## src/rtl/line_packer_pkg.sv

```systemverilog
// Shared definitions for the line packer and the bit-plane memory it feeds.
// Default geometry, FSM encoding and the bit-to-line index mapping.
package line_packer_pkg;

    localparam int unsigned SIZE_DEF    = 5;
    localparam int unsigned MEMSIZE_DEF = 25;

    typedef enum logic {
        StFill  = 1'b0,
        StStall = 1'b1
    } state_e;

    // Serial bit k of a line lands at line[memsize-1-k]; the memory reads with the same map.
    function automatic int unsigned map_idx(input int unsigned k,
                                            input int unsigned memsize = MEMSIZE_DEF);
        return memsize - 1 - k;
    endfunction

endpackage

```

## src/rtl/line_packer_if.sv

```systemverilog
// Serial-bit input and packed-line output of the line packer, bundled as one interface.
// Optional line_par member exists only when LINE_PARITY_EN is defined.
interface line_packer_if
    import line_packer_pkg::*;
#(
    parameter int unsigned SIZE    = SIZE_DEF,
    parameter int unsigned MEMSIZE = MEMSIZE_DEF
);

    logic               in_bit;
    logic               in_valid;
    logic               in_ready;
    logic               flush;
    logic [MEMSIZE-1:0] line_out;
    logic               line_valid;
    logic               line_ready;
    logic [SIZE-1:0]    count;
`ifdef LINE_PARITY_EN
    logic               line_par;
`endif

    // Source/sink side: drives the serial bits and consumes lines.
    modport master (
`ifdef LINE_PARITY_EN
        input  line_par,
`endif
        output in_bit,
        output in_valid,
        output flush,
        output line_ready,
        input  in_ready,
        input  line_out,
        input  line_valid,
        input  count
    );

    // Packer side.
    modport slave (
`ifdef LINE_PARITY_EN
        output line_par,
`endif
        input  in_bit,
        input  in_valid,
        input  flush,
        input  line_ready,
        output in_ready,
        output line_out,
        output line_valid,
        output count
    );

endinterface

```

## src/rtl/line_packer_line_out_reg.sv

```systemverilog
// Output holding register for packed lines: valid/ready handshake, load while consumed.
// Adds a registered even-parity bit when LINE_PARITY_EN is defined.
module line_packer_line_out_reg
    import line_packer_pkg::*;
#(
    parameter int unsigned MEMSIZE = MEMSIZE_DEF
) (
    input  logic               clk,
    input  logic               rst,
    input  logic               load,
    input  logic [MEMSIZE-1:0] load_data,
    input  logic               line_ready,
    output logic [MEMSIZE-1:0] line_out,
`ifdef LINE_PARITY_EN
    output logic               line_par,
`endif
    output logic               line_valid
);

    logic [MEMSIZE-1:0] data_q;
    logic               valid_q;
`ifdef LINE_PARITY_EN
    logic               par_q;
`endif

    // The caller only loads when the register is empty or being consumed this cycle,
    // so a load always wins over the consume and keeps valid high with no bubble.
    always_ff @(posedge clk) begin
        if (rst) begin
            data_q  <= '0;
            valid_q <= 1'b0;
        end else if (load) begin
            data_q  <= load_data;
            valid_q <= 1'b1;
        end else if (line_ready) begin
            valid_q <= 1'b0;
        end
    end

`ifdef LINE_PARITY_EN
    always_ff @(posedge clk) begin
        if (rst) begin
            par_q <= 1'b0;
        end else if (load) begin
            par_q <= ^load_data;
        end
    end

    assign line_par = par_q;
`endif

    assign line_out   = data_q;
    assign line_valid = valid_q;

endmodule

```

## src/rtl/line_packer.sv

```systemverilog
// Serial-to-line assembler: packs MEMSIZE bits into one line for a 5x5 bit-plane memory load.
// LINE_PARITY_EN adds a registered even-parity output alongside the line.
module line_packer
    import line_packer_pkg::*;
#(
    parameter int unsigned SIZE    = SIZE_DEF,
    parameter int unsigned MEMSIZE = MEMSIZE_DEF
) (
    input logic           clk,
    input logic           rst,
    line_packer_if.slave  lp
);

    localparam logic [SIZE-1:0] CountMax = SIZE'(MEMSIZE - 1);

    state_e             state_q, state_d;
    logic [MEMSIZE-1:0] asm_q, asm_d, asm_fill;
    logic [SIZE-1:0]    count_q, count_d;
    logic [SIZE-1:0]    wr_idx;
    logic               accept;
    logic               last_bit;
    logic               close;
    logic               out_free;
    logic               load;
    logic [MEMSIZE-1:0] load_data;

    assign lp.in_ready = (state_q == StFill);
    assign accept      = lp.in_valid && lp.in_ready;
    assign out_free    = !lp.line_valid || lp.line_ready;
    assign wr_idx      = SIZE'(map_idx(32'(count_q), MEMSIZE));
    assign last_bit    = accept && (count_q == CountMax);
    // A same-cycle accepted bit joins the line before a flush closes it.
    assign close       = last_bit || (lp.flush && (accept || (count_q != '0)));

    always_comb begin
        asm_fill = asm_q;
        if (accept) begin
            asm_fill[wr_idx] = lp.in_bit;
        end
    end

    always_comb begin
        state_d   = state_q;
        asm_d     = asm_q;
        count_d   = count_q;
        load      = 1'b0;
        load_data = asm_q;
        unique case (state_q)
            StFill: begin
                if (close) begin
                    if (out_free) begin
                        load      = 1'b1;
                        load_data = asm_fill;
                        asm_d     = '0;
                        count_d   = '0;
                    end else begin
                        // Output still occupied: park the finished line in asm_q.
                        state_d = StStall;
                        asm_d   = asm_fill;
                        count_d = last_bit ? CountMax : count_q + SIZE'(accept);
                    end
                end else if (accept) begin
                    asm_d   = asm_fill;
                    count_d = count_q + SIZE'(1);
                end
            end
            StStall: begin
                if (lp.line_ready) begin
                    load      = 1'b1;
                    load_data = asm_q;
                    asm_d     = '0;
                    count_d   = '0;
                    state_d   = StFill;
                end
            end
            default: state_d = StFill;
        endcase
    end

    always_ff @(posedge clk) begin
        if (rst) begin
            state_q <= StFill;
            asm_q   <= '0;
            count_q <= '0;
        end else begin
            state_q <= state_d;
            asm_q   <= asm_d;
            count_q <= count_d;
        end
    end

    assign lp.count = count_q;

    line_packer_line_out_reg #(
        .MEMSIZE (MEMSIZE)
    ) u_line_out_reg (
        .clk        (clk),
        .rst        (rst),
        .load       (load),
        .load_data  (load_data),
        .line_ready (lp.line_ready),
        .line_out   (lp.line_out),
`ifdef LINE_PARITY_EN
        .line_par   (lp.line_par),
`endif
        .line_valid (lp.line_valid)
    );

endmodule

```

## src/flat_wrapper.sv

```systemverilog
// flat-port wrapper written by rule: the top's interface ports become plain ports
module line_packer_flat import line_packer_pkg::*;
#(
    parameter int unsigned SIZE    = SIZE_DEF,
    parameter int unsigned MEMSIZE = MEMSIZE_DEF
)
  (clk, rst, lp_in_bit, lp_in_valid, lp_flush, lp_line_ready, lp_in_ready, lp_line_out, lp_line_valid, lp_count);
  line_packer_if #(.SIZE(SIZE), .MEMSIZE(MEMSIZE)) lp_i ();
  input logic clk;
  input logic rst;
  input wire logic [$bits(lp_i.in_bit)-1:0] lp_in_bit;
  input wire logic [$bits(lp_i.in_valid)-1:0] lp_in_valid;
  input wire logic [$bits(lp_i.flush)-1:0] lp_flush;
  input wire logic [$bits(lp_i.line_ready)-1:0] lp_line_ready;
  output wire logic [$bits(lp_i.in_ready)-1:0] lp_in_ready;
  output wire logic [$bits(lp_i.line_out)-1:0] lp_line_out;
  output wire logic [$bits(lp_i.line_valid)-1:0] lp_line_valid;
  output wire logic [$bits(lp_i.count)-1:0] lp_count;
  assign lp_i.in_bit = lp_in_bit;
  assign lp_i.in_valid = lp_in_valid;
  assign lp_i.flush = lp_flush;
  assign lp_i.line_ready = lp_line_ready;
  assign lp_in_ready = lp_i.in_ready;
  assign lp_line_out = lp_i.line_out;
  assign lp_line_valid = lp_i.line_valid;
  assign lp_count = lp_i.count;
  line_packer #(.SIZE(SIZE), .MEMSIZE(MEMSIZE)) u_core (.clk(clk), .rst(rst), .lp(lp_i));
endmodule
```

## config.mk

```make
export PLATFORM = sky130hd
export DESIGN_NAME = line_packer_flat
export DESIGN_NICKNAME = d
export VERILOG_FILES = /design/src/rtl/line_packer_pkg.sv /design/src/rtl/line_packer_if.sv /design/src/rtl/line_packer_line_out_reg.sv /design/src/rtl/line_packer.sv /design/src/flat_wrapper.sv
export SDC_FILE = /design/constraint.sdc
export NUM_CORES = 1
export LEC_CHECK = 0
export ABC_AREA = 1
export ABC_CLOCK_PERIOD_IN_PS = 2200
export CAP_MARGIN = 25
export CELL_PAD_IN_SITES_DETAIL_PLACEMENT = 2
export CELL_PAD_IN_SITES_GLOBAL_PLACEMENT = 2
export CORE_ASPECT_RATIO = 0.6
export CORE_UTILIZATION = 25
export CTS_CLUSTER_DIAMETER = 200
export DETAILED_ROUTE_END_ITERATION = 12
export PLACE_DENSITY = 0.74
export SLEW_MARGIN = 5
export SYNTH_ARGS = -nofsm -noshare
export SYNTH_HDL_FRONTEND = slang
export SYNTH_SLANG_ARGS = --single-unit
```

## constraint.sdc

```tcl
create_clock -name clk -period 2.2 [get_ports clk]
set_clock_uncertainty 0.05 [all_clocks]
set_input_delay 0.44 -clock clk [delete_from_list [all_inputs] [get_ports clk]]
set_output_delay 0.44 -clock clk [all_outputs]
set_load 0.05 [all_outputs]
```

# [Word-level counts from Yosys, hierarchy flattened]
# Index checks and enable logic that the tools add are counted.
[classes] add_sub_neg=3 n_eq_ne=3 n_mux=28 n_reduce_logical=11 n_lt_le_gt_ge=2 bitwise_logic=1
[ops] op="2-to-1 mux 25 bit" n=7
[ops] op="one-hot mux 25 bit (2 select lines)" n=2
[ops] op="bitwise mux 25 bit" n=1
[ops] op="2-to-1 mux 5 bit" n=5
[ops] op="one-hot mux 5 bit (2 select lines)" n=1
[ops] op="2-to-1 mux 1 bit" n=9
[ops] op="< comparator 5 x 6 -> 1 bit, second input constant" n=1
[ops] op="adder 5 x 1 -> 5 bit" n=1
[ops] op="adder 5 x 1 -> 5 bit, second input constant" n=1
[ops] op="demux 1 bit (select 5 bit)" n=1
[ops] op="equality test 5 bit, second input constant" n=1
[ops] op="greater-or-equal comparator 5 x 1 -> 1 bit, second input constant" n=1
[ops] op="nonzero test 5 bit" n=1
[ops] op="subtractor 5 bit, first input constant" n=1
[ops] op="logical AND 1 bit" n=4
[ops] op="one-hot mux 1 bit (2 select lines)" n=2
[ops] op="logical OR 1 bit" n=3
[ops] op="inequality test 3 bit, second input constant" n=1
[ops] op="inequality test 2 bit, second input constant" n=1
[ops] op="AND reduction 2 bit" n=1
[ops] op="nonzero test 2 bit" n=1
[ops] op="logical NOT 1 bit" n=1
[ops] op="NOT 1 bit" n=1
[totals] ff_bits=57 inputBits=6 out_inout_bits=32 elab_cells=53

# [Logic depth before layout (Yosys ltp)]
# Gate-level depths: netlist (run 1).
[depth] ltp_word=10 depth_mapped=13 mapped_depth_nobuf=13

# [Modules after synthesis]
# From an unflattened synthesis (run 1), not the netlist that was laid out.
[hier_totals] cells_unflattened=512 area_unflattened_um2=3701.0
[modules_own_cells] mod="line_packer" n_inst=1 seq_area_each_um2=620.6 area_each_um2=2802.7 cells_each=400
[modules_own_cells] mod="line_packer_line_out_reg" n_inst=1 seq_area_each_um2=520.5 area_each_um2=898.4 cells_each=112

# [Worst setup path before layout (run 1)]
# Ideal clock, no wire load.
[synth_path] path_type="flip-flop to flip-flop" from="register u_core.count_q[0] (netlist: u_core.lp.count[0])" to="register u_core.asm_q[13]" path_buffers=1 slack_ns=-0.122 required_ns=2.016 path_stages_with_launch=12 arrival_time_ns=2.139 period_less_slack_ns=2.322 setup_ns=0.134 path_cell_list="dfxtp_1 > inv_1 > ha_1 > inv_1 > nor2_1 > nor2_1 > inv_1 > buf_2 > nor2_1 > nand3_1 > nand3_1 > a21oi_1"
[synth_between] elab_chain_cells=10 word_cells_on_any_way=20 cone_classes="add/sub (1); order compare (2); eq/ne (2); mux (8); reduce/logical (7)"
[synth_rtl] element="start, declared" line_no="line_packer.sv:18" source="logic [SIZE-1:0] count_q, count_d;"
[synth_rtl] element="start signal, assigned" line_no="line_packer.sv:88" source="count_q <= count_d;"
[synth_rtl] element="subtractor 5 bit" line_no="line_packer_pkg.sv:16" source="return memsize - 1 - k;"
[synth_rtl] element="< comparator 5 x 6 -> 1 bit (not written as such) / greater-or-equal comparator 5 x 1 -> 1 bit (equally long branches)" line_no="line_packer.sv:38" source="asm_fill[wr_idx] = lp.in_bit;"
[synth_rtl] element="logical AND 1 bit (not written as such)" line_no="line_packer.sv:38"
[synth_rtl] element="2-to-1 mux 1 bit (not written as such)" line_no="line_packer.sv:38"
[synth_rtl] element="demux 1 bit (select 5 bit)"
[synth_rtl] element="bitwise mux 25 bit" line_no="line_packer.sv:38"
[synth_rtl] element="2-to-1 mux 25 bit" line_no="line_packer.sv:37" source="if (accept) begin"
[synth_rtl] element="2-to-1 mux 25 bit (on tied branches)" line_no="line_packer.sv:62, line_packer.sv:51"
[synth_rtl] element="2-to-1 mux 25 bit" line_no="line_packer.sv:50" source="if (close) begin"
[synth_rtl] element="one-hot mux 25 bit (2 select lines)" line_no="line_packer.sv:48" source="unique case (state_q)"
[synth_rtl] element="end signal, assigned" line_no="line_packer.sv:87" source="asm_q <= asm_d;"
[synth_rtl] element="end, declared" line_no="line_packer.sv:17" source="logic [MEMSIZE-1:0] asm_q, asm_d, asm_fill;"
# Several ways; a longest one is shown, not always the timed one. The select of a mux whose other input is x is not followed.
# A chain may end at the register's enable or synchronous reset.

# [Worst setup path in the final report (run 1)]
[layout_path] from="register u_core.state_q" to="output lp_in_ready"
[layout_between] elab_chain_cells=1
[layout_rtl] element="start, declared" line_no="line_packer.sv:16" source="state_e state_q, state_d;"
[layout_rtl] element="start signal, assigned" line_no="line_packer.sv:82" source="state_q <= StFill;"
[layout_rtl] element="start signal, assigned" line_no="line_packer.sv:86" source="state_q <= state_d;"
[layout_rtl] element="NOT 1 bit" line_no="line_packer.sv:27" source="assign lp.in_ready = (state_q == StFill);"
[layout_rtl] element="end, declared" line_no="flat_wrapper.sv:15" source="output wire logic [$bits(lp_i.in_ready)-1:0] lp_in_ready;"
# Every way passes these cells.

==> results of run 1 <==
metal layers:
| layer | global-route usage | wire, µm | part of all wire | vias to the layer above |
|---|---|---|---|---|
| li1 | - | - | - | 1757 |
| met1 | 0.269 | 6420 | 0.50 | 1819 |
| met2 | 0.314 | 5760 | 0.45 | 51 |
| met3 | 0.0452 | 453 | 0.035 | 12 |
| met4 | 0.0513 | 144 | 0.011 | 0 |
| met5 | 0 | 0 | 0 | - |
kinds of logic after synthesis:
group / Yosys count / share of synthesized area
XOR/XNOR: 5 / 0.0132
adder cells (fa/ha/maj): 6 / 0.0227
AO/OA/AOI/OAI: 97 / 0.159
AND/OR/NAND/NOR: 252 / 0.356
flip-flops: 57 / 0.345
buffers and inverters: 82 / 0.104
cell usage in the layout, fill, tap and decap left out, drive strengths merged:
| master | Yosys | layout |
|---|---|---|
| nand2 | 108 | 108 |
| nand3 | 89 | 89 |
| a21oi | 68 | 68 |
| dfxtp | 57 | 57 |
| inv | 54 | 54 |
| nor2 | 45 | 45 |
| buf | 13 | 43 |
| clkdlybuf4s50 | 0 | 33 |
| o21ai | 23 | 23 |
| clkbuf | 14 | 13 |
| nand4 | 9 | 9 |
| ha | 6 | 6 |
| o211ai | 4 | 4 |
| xor2 | 4 | 4 |
| o22ai | 2 | 2 |
| clkinv | 1 | 2 |
| xnor2 | 1 | 1 |
| or2 | 1 | 1 |
| bufinv | 0 | 1 |
where the power goes:
part	switching [µW]	internal, µW	leakage [µW]
Clock	513	992	0.000158
Sequential	25.1	1080	0.000464
Combinational	549	267	0.00116
Total	1090	2340	0.00178
worst max-delay path, cell delays in order (launching register included):
cell	delay, ns
dfxtp_1	0.36
inv_2	0.14
clkdlybuf4s50_1	0.81
final cells by class:
cell class              instances  area (µm²)
inverters                      55         206
well taps                     170         213
flip-flops and latches         57        1140
clock inverters                 2        35.0
clock buffers                  13         280
fillers                      1515        8450
multi-input cells             360        1830
repair buffers                 76         696
through the flow:
step,total power (µW),hold WS [ns],utilization,std cells,TNS [ns]
4_1_cts,3450,0.421,0.341,733,0
6_report,3430,0.419,0.343,733,0
5_1_grt,3570,0.444,0.343,733,-0.00966
3_5_place_dp,1940,0.413,0.317,718,-0.708
3_3_place_gp,1910,0.401,0.317,718,-0.0512
2_1_floorplan,1620,0.394,-,499,0
final timing paths:
path | cells past startpoint | endpoint | startpoint
max | 2 | lp_in_ready | u_core.state_q
max reg2reg | 11 | u_core.u_line_out_reg.line_out[1] | u_core.lp.count[0]
min | 2 | u_core.asm_q[7] | u_core.asm_q[7]
min reg2reg | 2 | u_core.asm_q[7] | u_core.asm_q[7]
sequential cells by signal, summed over array words and instances (netlist names):
name	flops
u_core.u_line_out_reg.line_valid	1
u_core.state_q	1
u_core.u_line_out_reg.line_out	25
u_core.lp.count	5
u_core.asm_q	25
repair_timing:
item | CTS | global route
hold buffers | 0 | 0
gates resized for setup | 0 | 8
setup endpoints to repair | 0 | 44
setup buffers | 0 | 0
==> impl_metrics.csv, run 1 <==
group,metric,value,unit
floorplan,die_h,91.1,µm
grt,grt_max_degree,38,
synthesis,synth.top_cell.area_share,0.345,
synthesis,netlist_instances,499,
floorplan,die-area,13700,µm²
synthesis,syn_nets,511,
sta,hold_violations,0,
clocking,clk_latency,0.34,ns
final_layout,synthToLayoutAreaGrowth,33.3,%
min_path,hold_class,"reg2reg",
final_layout,layout.nets,571,
placement,numPortBuffers,37,
grt,grt_pass1_vias,4042,
placement,place.gp.congestion,0.819,
detailed_routing,drt-initial-drc-count,93,
worst_setup_path,cp.arrival,1.65,ns
sta,worst_slack,0.0585,ns
clocking,clock_sinks,57,
synthesis,synthTopCellsByArea,"dfxtp_1, nand3_1, nand2_1",
clocking,cts_tree,"built",
worst_setup_path,crit_path_end_kind,"primary output",
floorplan,start_util,0.257,
detailed_routing,wl_per_cell,17.4,µm
final_layout,drive_gt1_frac,0.163,
synthesis,yosys_most_used_dff,"dfxtp_1",
sta,max_freq,467,MHz
detailed_routing,firstDrtPassIters,4,
floorplan,core,12900,µm²
synthesis,yosys_register_bits,57,
sta,fin_crit_sh,0.973,
clocking,clk_pin_slew,0.05,ns
sta,tightestPinTransition,0.750,ns
worst_setup_path,worstPathMaxFanout,4,
placement,pre_cts_slack,-0.174,ns
worst_setup_path,path_class,"reg2out",
worst_setup_path,crit_required,1.71,ns
synthesis,ys_types,30,
synthesis,syn_area_per_cell,6.63,µm²
detailed_routing,detail-route-antenna-nets,0,
floorplan,ios,38,
sta,fin_crit,2.14,ns
clocking,ctsRootBufferMaster,"clkbuf_16",
floorplan,chipWidth,150,µm
placement,dp_hpwl,9320,µm
worst_setup_path,worst_setup_path_start_kind,"flop",
run,maxCapViolations,0,
detailed_routing,wl,12800,µm
detailed_routing,routed_via_density,4.96,
sta,final_max_slew_viol_count,0,
outcome,status,"finished clean",
synthesis,syn_area,3310,µm²
synthesis,yosysSeqAreaShare,0.345,
pwr,power.leakage,0.00178,µW
pwr,power_density,778,nW/µm²
detailed_routing,drc,0,
synthesis,yosys_warnings,0,
sta,finalSetupViolations,0,
synthesis,synth-edff-count,0,
worst_setup_path,ff2ff_setup_slack,0.17,ns
clocking,numCtsBuffers,9,
placement,placed_cell_area,4070,µm²
synthesis,async_flop_share,0,
floorplan,rows,32,
detailed_routing,num_vias,3639,
synthesis,yosys-top-cells-count,"nand2_1, nand3_1, a21oi_1, dfxtp_1, inv_1",
synthesis,yosysMostFrequentCell,"nand2_1",
sta,slew-limit-headroom,0.500,
synthesis,synth_area_leader_cell,"dfxtp_1",
clocking,clockBufferDepth,2,
final_layout,fin_area,4410,µm²
grt,antenna_found_initial,0,
final_layout,antenna_cells,0,
grt,overflow,0,
clocking,htreeDepth,3,
grt,grt_pass1_wl,21000,µm
pwr,vdd.ir_drop.worst,419,µV
grt,grt_use_total,0.199,
Power figures use the tool's default switching activity.
==> run 2: changes to the inputs <==
Settings changed: ABC_CLOCK_PERIOD_IN_PS 2200 to default.
==> results of run 2 <==
Same layout as run 1: the final DEF is identical, and so are final timing and power.
